## src/rtl/cpu_sequencer_pkg.sv

```systemverilog
// FourBitCPU shared defines: opcodes, ALU selects,
// sequencer state encoding and the IR layout.
package cpu_sequencer_pkg;

  localparam logic [3:0] OP_ADD_A_IM = 4'b0000;
  localparam logic [3:0] OP_MOV_A_B  = 4'b0001;
  localparam logic [3:0] OP_IN_A     = 4'b0010;
  localparam logic [3:0] OP_MOV_A_IM = 4'b0011;
  localparam logic [3:0] OP_MOV_B_A  = 4'b0100;
  localparam logic [3:0] OP_ADD_B_IM = 4'b0101;
  localparam logic [3:0] OP_IN_B     = 4'b0110;
  localparam logic [3:0] OP_MOV_B_IM = 4'b0111;
  localparam logic [3:0] OP_OUT_B    = 4'b1001;
  localparam logic [3:0] OP_OUT_IM   = 4'b1011;
  localparam logic [3:0] OP_HLT      = 4'b1101;
  localparam logic [3:0] OP_JNC      = 4'b1110;
  localparam logic [3:0] OP_JMP      = 4'b1111;

  localparam logic [1:0] SEL_A    = 2'b00;
  localparam logic [1:0] SEL_B    = 2'b01;
  localparam logic [1:0] SEL_IN   = 2'b10;
  localparam logic [1:0] SEL_ZERO = 2'b11;

  typedef enum logic [2:0] {
    ST_IDLE   = 3'd0,
    ST_FETCH  = 3'd1,
    ST_DECODE = 3'd2,
    ST_EXEC   = 3'd3,
    ST_HALT   = 3'd4
  } seq_state_e;

  typedef struct packed {
    logic [3:0] op;
    logic [3:0] imm;
  } instr_t;

endpackage

```

## src/rtl/cpu_sequencer_if.sv

```systemverilog
// Sequencer bundle: ROM/decoder inputs and
// PC/IR/strobe/status outputs.
interface cpu_sequencer_if #(
  parameter int PC_W  = 4,
  parameter int CNT_W = 8
);
  logic             run;
  logic             step;
  logic [7:0]       instr_in;
  logic             carry_in;
  logic             dec_a_load;
  logic             dec_b_load;
  logic [PC_W-1:0]  pc_out;
  logic [3:0]       op_out;
  logic [3:0]       imm_out;
  logic             reg_a_load;
  logic             reg_b_load;
  logic             carry_flag;
  logic             busy;
  logic             halted;
  logic [CNT_W-1:0] retired;

  modport slave (
    input  run, step, instr_in, carry_in,
    input  dec_a_load, dec_b_load,
    output pc_out, op_out, imm_out,
    output reg_a_load, reg_b_load,
    output carry_flag, busy, halted, retired
  );

  modport master (
    output run, step, instr_in, carry_in,
    output dec_a_load, dec_b_load,
    input  pc_out, op_out, imm_out,
    input  reg_a_load, reg_b_load,
    input  carry_flag, busy, halted, retired
  );
endinterface

```

## src/rtl/cpu_sequencer.sv

```systemverilog
// FETCH/DECODE/EXEC sequencer owning PC, IR and carry;
// gates decoder load strobes to the EXEC cycle.
module cpu_sequencer
  import cpu_sequencer_pkg::*;
#(
  parameter int PC_W  = 4,
  parameter int CNT_W = 8
) (
  input  logic            clk,
  input  logic            rst_n,
  cpu_sequencer_if.slave  bus_if
);

  seq_state_e       state_q, state_d;
  logic [PC_W-1:0]  pc_q, pc_d;
  instr_t           ir_q, ir_d;
  logic             carry_q, carry_d;
  logic [CNT_W-1:0] retired_q, retired_d;
  logic             step_pend_q, step_pend_d;

  logic            in_exec;
  logic            is_jmp, is_jnc, is_hlt;
  logic [PC_W-1:0] pc_inc, pc_tgt;

  assign in_exec = (state_q == ST_EXEC);
  assign is_jmp  = (ir_q.op == OP_JMP);
  assign is_jnc  = (ir_q.op == OP_JNC);
  assign is_hlt  = (ir_q.op == OP_HLT);
  assign pc_inc  = pc_q + PC_W'(1);
  assign pc_tgt  = PC_W'(ir_q.imm);

  always_ff @(posedge clk or negedge rst_n) begin
    if (!rst_n) begin
      state_q     <= ST_IDLE;
      pc_q        <= '0;
      ir_q        <= '0;
      carry_q     <= 1'b0;
      retired_q   <= '0;
      step_pend_q <= 1'b0;
    end else begin
      state_q     <= state_d;
      pc_q        <= pc_d;
      ir_q        <= ir_d;
      carry_q     <= carry_d;
      retired_q   <= retired_d;
      step_pend_q <= step_pend_d;
    end
  end

  always_comb begin
    state_d     = state_q;
    pc_d        = pc_q;
    ir_d        = ir_q;
    carry_d     = carry_q;
    retired_d   = retired_q;
    step_pend_d = step_pend_q;
    unique case (state_q)
      ST_IDLE: begin
        if (bus_if.run || bus_if.step) begin
          state_d     = ST_FETCH;
          step_pend_d = bus_if.step && !bus_if.run;
        end
      end
      ST_FETCH: begin
        ir_d    = instr_t'(bus_if.instr_in);
        state_d = ST_DECODE;
      end
      ST_DECODE: state_d = ST_EXEC;
      ST_EXEC: begin
        carry_d     = bus_if.carry_in;
        step_pend_d = 1'b0;
        if (retired_q != '1)
          retired_d = retired_q + CNT_W'(1);
        unique case (1'b1)
          is_jmp:  pc_d = pc_tgt;
          // JNC tests the flag left by the previous EXEC
          is_jnc:  pc_d = carry_q ? pc_inc : pc_tgt;
          is_hlt:  pc_d = pc_q;
          default: pc_d = pc_inc;
        endcase
        if (is_hlt)
          state_d = ST_HALT;
        else if (bus_if.run && !step_pend_q)
          state_d = ST_FETCH;
        else
          state_d = ST_IDLE;
      end
      ST_HALT: state_d = ST_HALT;
      default: state_d = ST_IDLE;
    endcase
  end

  assign bus_if.pc_out     = pc_q;
  assign bus_if.op_out     = ir_q.op;
  assign bus_if.imm_out    = ir_q.imm;
  assign bus_if.reg_a_load = bus_if.dec_a_load & in_exec;
  assign bus_if.reg_b_load = bus_if.dec_b_load & in_exec;
  assign bus_if.carry_flag = carry_q;
  assign bus_if.busy       = (state_q == ST_FETCH)
                           | (state_q == ST_DECODE)
                           | in_exec;
  assign bus_if.halted     = (state_q == ST_HALT);
  assign bus_if.retired    = retired_q;

endmodule
```

## src/flat_wrapper.sv

```systemverilog
// flat-port wrapper written by rule: the top's interface ports become plain ports
module cpu_sequencer_flat import cpu_sequencer_pkg::*;
#(
  parameter int PC_W  = 4,
  parameter int CNT_W = 8
)
  (clk, rst_n, bus_if_run, bus_if_step, bus_if_instr_in, bus_if_carry_in, bus_if_dec_a_load, bus_if_dec_b_load, bus_if_pc_out, bus_if_op_out, bus_if_imm_out, bus_if_reg_a_load, bus_if_reg_b_load, bus_if_carry_flag, bus_if_busy, bus_if_halted, bus_if_retired);
  cpu_sequencer_if #(.PC_W(PC_W), .CNT_W(CNT_W)) bus_if_i ();
  input  logic clk;
  input  logic rst_n;
  input wire logic [$bits(bus_if_i.run)-1:0] bus_if_run;
  input wire logic [$bits(bus_if_i.step)-1:0] bus_if_step;
  input wire logic [$bits(bus_if_i.instr_in)-1:0] bus_if_instr_in;
  input wire logic [$bits(bus_if_i.carry_in)-1:0] bus_if_carry_in;
  input wire logic [$bits(bus_if_i.dec_a_load)-1:0] bus_if_dec_a_load;
  input wire logic [$bits(bus_if_i.dec_b_load)-1:0] bus_if_dec_b_load;
  output wire logic [$bits(bus_if_i.pc_out)-1:0] bus_if_pc_out;
  output wire logic [$bits(bus_if_i.op_out)-1:0] bus_if_op_out;
  output wire logic [$bits(bus_if_i.imm_out)-1:0] bus_if_imm_out;
  output wire logic [$bits(bus_if_i.reg_a_load)-1:0] bus_if_reg_a_load;
  output wire logic [$bits(bus_if_i.reg_b_load)-1:0] bus_if_reg_b_load;
  output wire logic [$bits(bus_if_i.carry_flag)-1:0] bus_if_carry_flag;
  output wire logic [$bits(bus_if_i.busy)-1:0] bus_if_busy;
  output wire logic [$bits(bus_if_i.halted)-1:0] bus_if_halted;
  output wire logic [$bits(bus_if_i.retired)-1:0] bus_if_retired;
  assign bus_if_i.run = bus_if_run;
  assign bus_if_i.step = bus_if_step;
  assign bus_if_i.instr_in = bus_if_instr_in;
  assign bus_if_i.carry_in = bus_if_carry_in;
  assign bus_if_i.dec_a_load = bus_if_dec_a_load;
  assign bus_if_i.dec_b_load = bus_if_dec_b_load;
  assign bus_if_pc_out = bus_if_i.pc_out;
  assign bus_if_op_out = bus_if_i.op_out;
  assign bus_if_imm_out = bus_if_i.imm_out;
  assign bus_if_reg_a_load = bus_if_i.reg_a_load;
  assign bus_if_reg_b_load = bus_if_i.reg_b_load;
  assign bus_if_carry_flag = bus_if_i.carry_flag;
  assign bus_if_busy = bus_if_i.busy;
  assign bus_if_halted = bus_if_i.halted;
  assign bus_if_retired = bus_if_i.retired;
  cpu_sequencer #(.PC_W(PC_W), .CNT_W(CNT_W)) u_core (.clk(clk), .rst_n(rst_n), .bus_if(bus_if_i));
endmodule
```

## config.mk

```make
export PLATFORM = sky130hd
export DESIGN_NAME = cpu_sequencer_flat
export DESIGN_NICKNAME = d
export VERILOG_FILES = /design/src/rtl/cpu_sequencer_pkg.sv /design/src/rtl/cpu_sequencer_if.sv /design/src/rtl/cpu_sequencer.sv /design/src/flat_wrapper.sv
export SDC_FILE = /design/constraint.sdc
export NUM_CORES = 1
export LEC_CHECK = 0
export CORE_MARGIN = 3
export CORE_UTILIZATION = 25
export DETAILED_ROUTE_END_ITERATION = 8
export GPL_ROUTABILITY_DRIVEN = 0
export PLACE_DENSITY = 0.58
export SLEW_MARGIN = 10
export SYNTH_ARGS = -nofsm -noshare
export SYNTH_HDL_FRONTEND = slang
export SYNTH_SLANG_ARGS = --single-unit
```

## constraint.sdc

```tcl
create_clock -name clk -period 3.6 [get_ports clk]
set_input_delay 0.72 -clock clk [delete_from_list [all_inputs] [get_ports clk]]
set_output_delay 0.72 -clock clk [all_outputs]
set_load 0.05 [all_outputs]
```

# After elaboration in Yosys (flattened, before gate mapping)
# Cells that the tools add are included.
[totals]
reg_bits = 25
in_bits = 15
output_inout_bits = 25
wordCells = 41
[op_classes]
n_addsub = 2
n_eq_ne = 9
n_mux = 8
n_bitwise = 5
n_reduce_logical = 10
[op_table]
columns = ["op", "count"]
rows = [
  ["$pmux W3 S5", 1],
  ["$eq A4 B4 Y1 const B", 3],
  ["$pmux W4 S3", 1],
  ["$add A8 B1 Y8 const B", 1],
  ["$ne A8 B8 Y1 const B", 1],
  ["$eq A3 B2 Y1 const B", 2],
  ["$mux W3", 2],
  ["$reduce_and A2 Y1", 3],
  ["$add A4 B1 Y4 const B", 1],
  ["$mux W4", 1],
  ["$eq A3 B1 Y1 const B", 1],
  ["$eq A3 B3 Y1 const B", 1],
  ["$logic_not A3 Y1", 1],
  ["$and A1 B1 Y1", 2],
  ["$logic_and A1 B1 Y1", 2],
  ["$logic_not A1 Y1", 2],
  ["$mux W1", 2],
  ["$ne A2 B1 Y1 const B", 1],
  ["$or A1 B1 Y1", 2],
  ["$pmux W1 S2", 1],
  ["$reduce_bool A2 Y1", 1],
  ["$logic_or A1 B1 Y1", 1],
  ["$not A1 Y1", 1],
]

# Depth between registers and ports, before layout
[depth]
depth_word = 5
ltp_mapped = 6
depth_no_buf = 5

# Worst setup path before layout
# Ideal clock, no wire load.
[synth_path]
kind = "reg2out"
startpoint = "reg u_core.state_q[2]"
endpoint = "out bus_if_reg_a_load"
arrival_ns = 1.270
required_time_ns = 2.880
setup_slack_ns = 1.610
stages_incl_launch_ff = 5
cell_sequence = "dfrtp_1 -> buf_6 -> and3b_1 -> buf_4 -> and2_1"
[synth_via]
elab_chain_len = 2
[synth_lines]
columns = ["element", "line", "source"]
rows = [
  ["start, declared", "cpu_sequencer.sv:14", "seq_state_e state_q, state_d;"],
  ["start signal, assigned", "cpu_sequencer.sv:41", "state_q <= state_d;"],
  ["$eq A3 B2 Y1", "cpu_sequencer.sv:25", "assign in_exec = (state_q == ST_EXEC);"],
  ["$and A1 B1 Y1", "cpu_sequencer.sv:96", "assign bus_if.reg_a_load = bus_if.dec_a_load & in_exec;"],
  ["end, declared", "flat_wrapper.sv:20", "output wire logic [$bits(bus_if_i.reg_a_load)-1:0] bus_if_reg_a_load;"],
]
# Every way passes these cells.

# Worst setup path in the final report
[layout_path]
startpoint = "reg u_core.state_q[2]"
endpoint = "out bus_if_reg_b_load"
[layout_via]
elab_chain_len = 2
[layout_lines]
columns = ["element", "line", "source"]
rows = [
  ["$eq A3 B2 Y1", "cpu_sequencer.sv:25", ""],
  ["$and A1 B1 Y1", "cpu_sequencer.sv:97", "assign bus_if.reg_b_load = bus_if.dec_b_load & in_exec;"],
  ["end, declared", "flat_wrapper.sv:21", "output wire logic [$bits(bus_if_i.reg_b_load)-1:0] bus_if_reg_b_load;"],
]
# Every way passes these cells.

==> impl_results.md <==
* Status: complete, no violations
* Register area at 625.6 um2
* Final WL at between 2000 and 3000 um
* Final hold vios at 0
* Slew @ Worst Pin at 0.5564 ns
* Die area at 5874 um2
* # setup viols final at 0
* I/O pins at 40
* Worst R2R Start: u_core.state_q[2]
* R2R Setup Slk at 1.82 ns
* Number of port buffers at 39
* Num CTS Buffers at 3
* Die Ht at 76.64 um
* Pins Over Slew Limit at 0
* Primary FF master, synth: dfrtp_1
* Area of the multi-input gates at 579.3 um2
* Initial DRC count at 52
* Initial Utilization at 0.2607
* Syn Inst Count at around 110
* Share of layout cells above drive strength 1 at 0.1533
* Via/cell ratio at 4.571
* CTS tree: built
* Setup Crit Path Kind: reg -> out
* DRC viols at 0
* Tot GR Track Use at 0.09898
* Largest net degree at the start of global routing at 26
* Distinct cells, synth at 38
* Register area share after synthesis at 0.5015
* RSZ-0062 raised after global routing: no
* Clock latency on the worst-skew pair at 0.27 ns
* Drt pass-1 iters at 4
* DP HPWL at 2102 um
* Initial antenna violation count at 0
* Fin Setup TNS at 0 ns
* Antenna Cells at 0
* WP data arrival at 2.26 ns
* Min-delay worst type: in -> async
* Post-DR wirelength/cell at 12.76 um
* Vias in the first global route at roughly 1.0k
* Final worst-path cycle share at 0.8270
* H-tree level count at 1
* Worst Reg-to-Reg Cells at 4
* TritonCTS Sinks at 25
* Worst Path Required at 2.88 ns
* CORE AREA at between 4000 and 5000 um2
* Vias at 992
* Rows at 25
* Area grow syn2layout at 39.02%
* Number of flops mapped to enable cells by yosys at 0
* Ys Warns at 0
* Layout Skew at a little over 0.008 ns
* Worst slew margin at 0.6291
* Max FO, Critical Path at 11
* Cts hold-fix bufs at 0
* Clock transition at the registers of the reported paths at about 0.09 ns
* Chip width at about 77 um
* CTS resizes at 0
* Asr flop ratio synth at 1.000
* CTS root buf: clkbuf_8
* Post-CTS Setup Inserts at 0
* Startpoint Class: flop
* Mapped Nets at 128
* Filler cells at 471
* Fmax at around 340 MHz
* Post-synthesis average cell area at 11.24 um2
* Crit Reg-Reg Endpoint: u_core.bus_if.retired[6]
* Post-detailed-route count of antenna-violating nets at 0
* Synthesized cell area at ~1200 um2
* CP endpoint kind: primary output
* FF+latch count, synth at 25
* First-pass GRT wire length at 4795 um
* Nets at 168
* Max-cap viol count at 0
* Remaining Overflow, GRT at 0
* Clock buffer depth at 2
* Minimum clock period at just under 3 ns
==> layout by cell type (no fill, tap or decap), drive strengths merged, types with 4 or more instances in the layout <==
cell and instances:
a21oi 6, and2 5, clkdlybuf4s50 38, dfrtp 25, mux2 12, nand2 7, nand3 4, nor2 9
o21ai 5
==> synth_stat cells (2+ instances only) <==
cell type	n	area, um2
a21oi_1	6	30.03
a31oi_1	3	18.77
and2_1	4	25.02
buf_4	2	15.01
dfrtp_1	25	625.6
ha_1	2	25.02
inv_1	3	11.26
mux2_2	11	123.9
mux2i_1	3	30.03
nand2_1	6	22.52
nand2b_1	3	18.77
nand3_1	3	15.01
nand4_1	3	18.77
nor2_1	9	33.78
o21ai_0	2	10.01
o21ai_1	2	10.01
xnor2_1	3	26.28
==> metrics by stage <==
stage / instances / utilization / instance area [um2] / worst slack (ns) / hold slack, ns
6_report: 217 / 0.3624 / 1734 / 0.6229 / 0.4248
4_1_cts: 217 / 0.3634 / 1739 / 0.6248 / 0.5320
3_5_place_dp: 213 / 0.3532 / 1690 / 0.8081 / 0.5118
3_3_place_gp: 213 / 0.3532 / 1690 / 0.8008 / 0.5106
2_1_floorplan: 111 / - / 1247 / 1.610 / 0.4244
5_1_grt: 217 / 0.3624 / 1734 / 0.4899 / 0.4699
==> worst max-delay path, cell delays in order (launching register included) <==
cell and delay (ns):
dfrtp_1 0.49, and3b_1 0.52, and2_1 0.19, clkdlybuf4s50_1 0.80
==> area by class of cell <==
class                   instances  area share
flip-flops and latches         25      0.3608
clock buffers                   3     0.02381
clock inverters                 1    0.004329
multi-input cells              79      0.3341
inverters                       3    0.006494
repair buffers                 39      0.2222
well taps                      67     0.04834
==> cells by family (layout without fill, tap and decap cells) <==
group / after synthesis / in the layout / share of synthesized area
AO/OA/AOI/OAI: 18 / 18 / 0.08727
XOR/XNOR: 4 / 4 / 0.02809
adder cells (fa/ha/maj): 2 / 2 / 0.02006
buffers and inverters: 7 / 46 / 0.03409
flip-flops: 25 / 25 / 0.5015
multiplexers: 15 / 15 / 0.1354
AND/OR/NAND/NOR: 40 / 40 / 0.1936
==> layer usage <==
layer	track usage	up-vias	share of wire
met4	0.02174	0	0.0065
met2	0.1722	31	0.49
met3	0.03310	2	0.066
li1	-	475	-
met1	0.1181	484	0.43
met5	0	-	0
==> worst max path at each step <==
stage	start	to	slack [ns]	cells past startpoint
after floorplan	u_core.state_q[2]	bus_if_reg_a_load	1.61	4
after global placement	bus_if_dec_b_load	bus_if_reg_b_load	0.80	3
after detailed placement	bus_if_dec_a_load	bus_if_reg_a_load	0.81	3
after CTS	u_core.state_q[2]	bus_if_reg_b_load	0.62	3
after global routing	u_core.state_q[2]	bus_if_reg_a_load	0.49	3
final	u_core.state_q[2]	bus_if_reg_b_load	0.62	3
==> sequential cells by signal (all words and copies together) (netlist names) <==
signal / cells
u_core.bus_if.op_out: 4
u_core.bus_if.retired: 8
u_core.step_pend_q: 1
u_core.state_q: 3
u_core.bus_if.pc_out: 4
u_core.bus_if.imm_out: 4
u_core.bus_if.carry_flag: 1
Power is left out: the tool's default activity adds up to more than one toggle a clock period on the data nets, which glitch-free logic cannot reach.
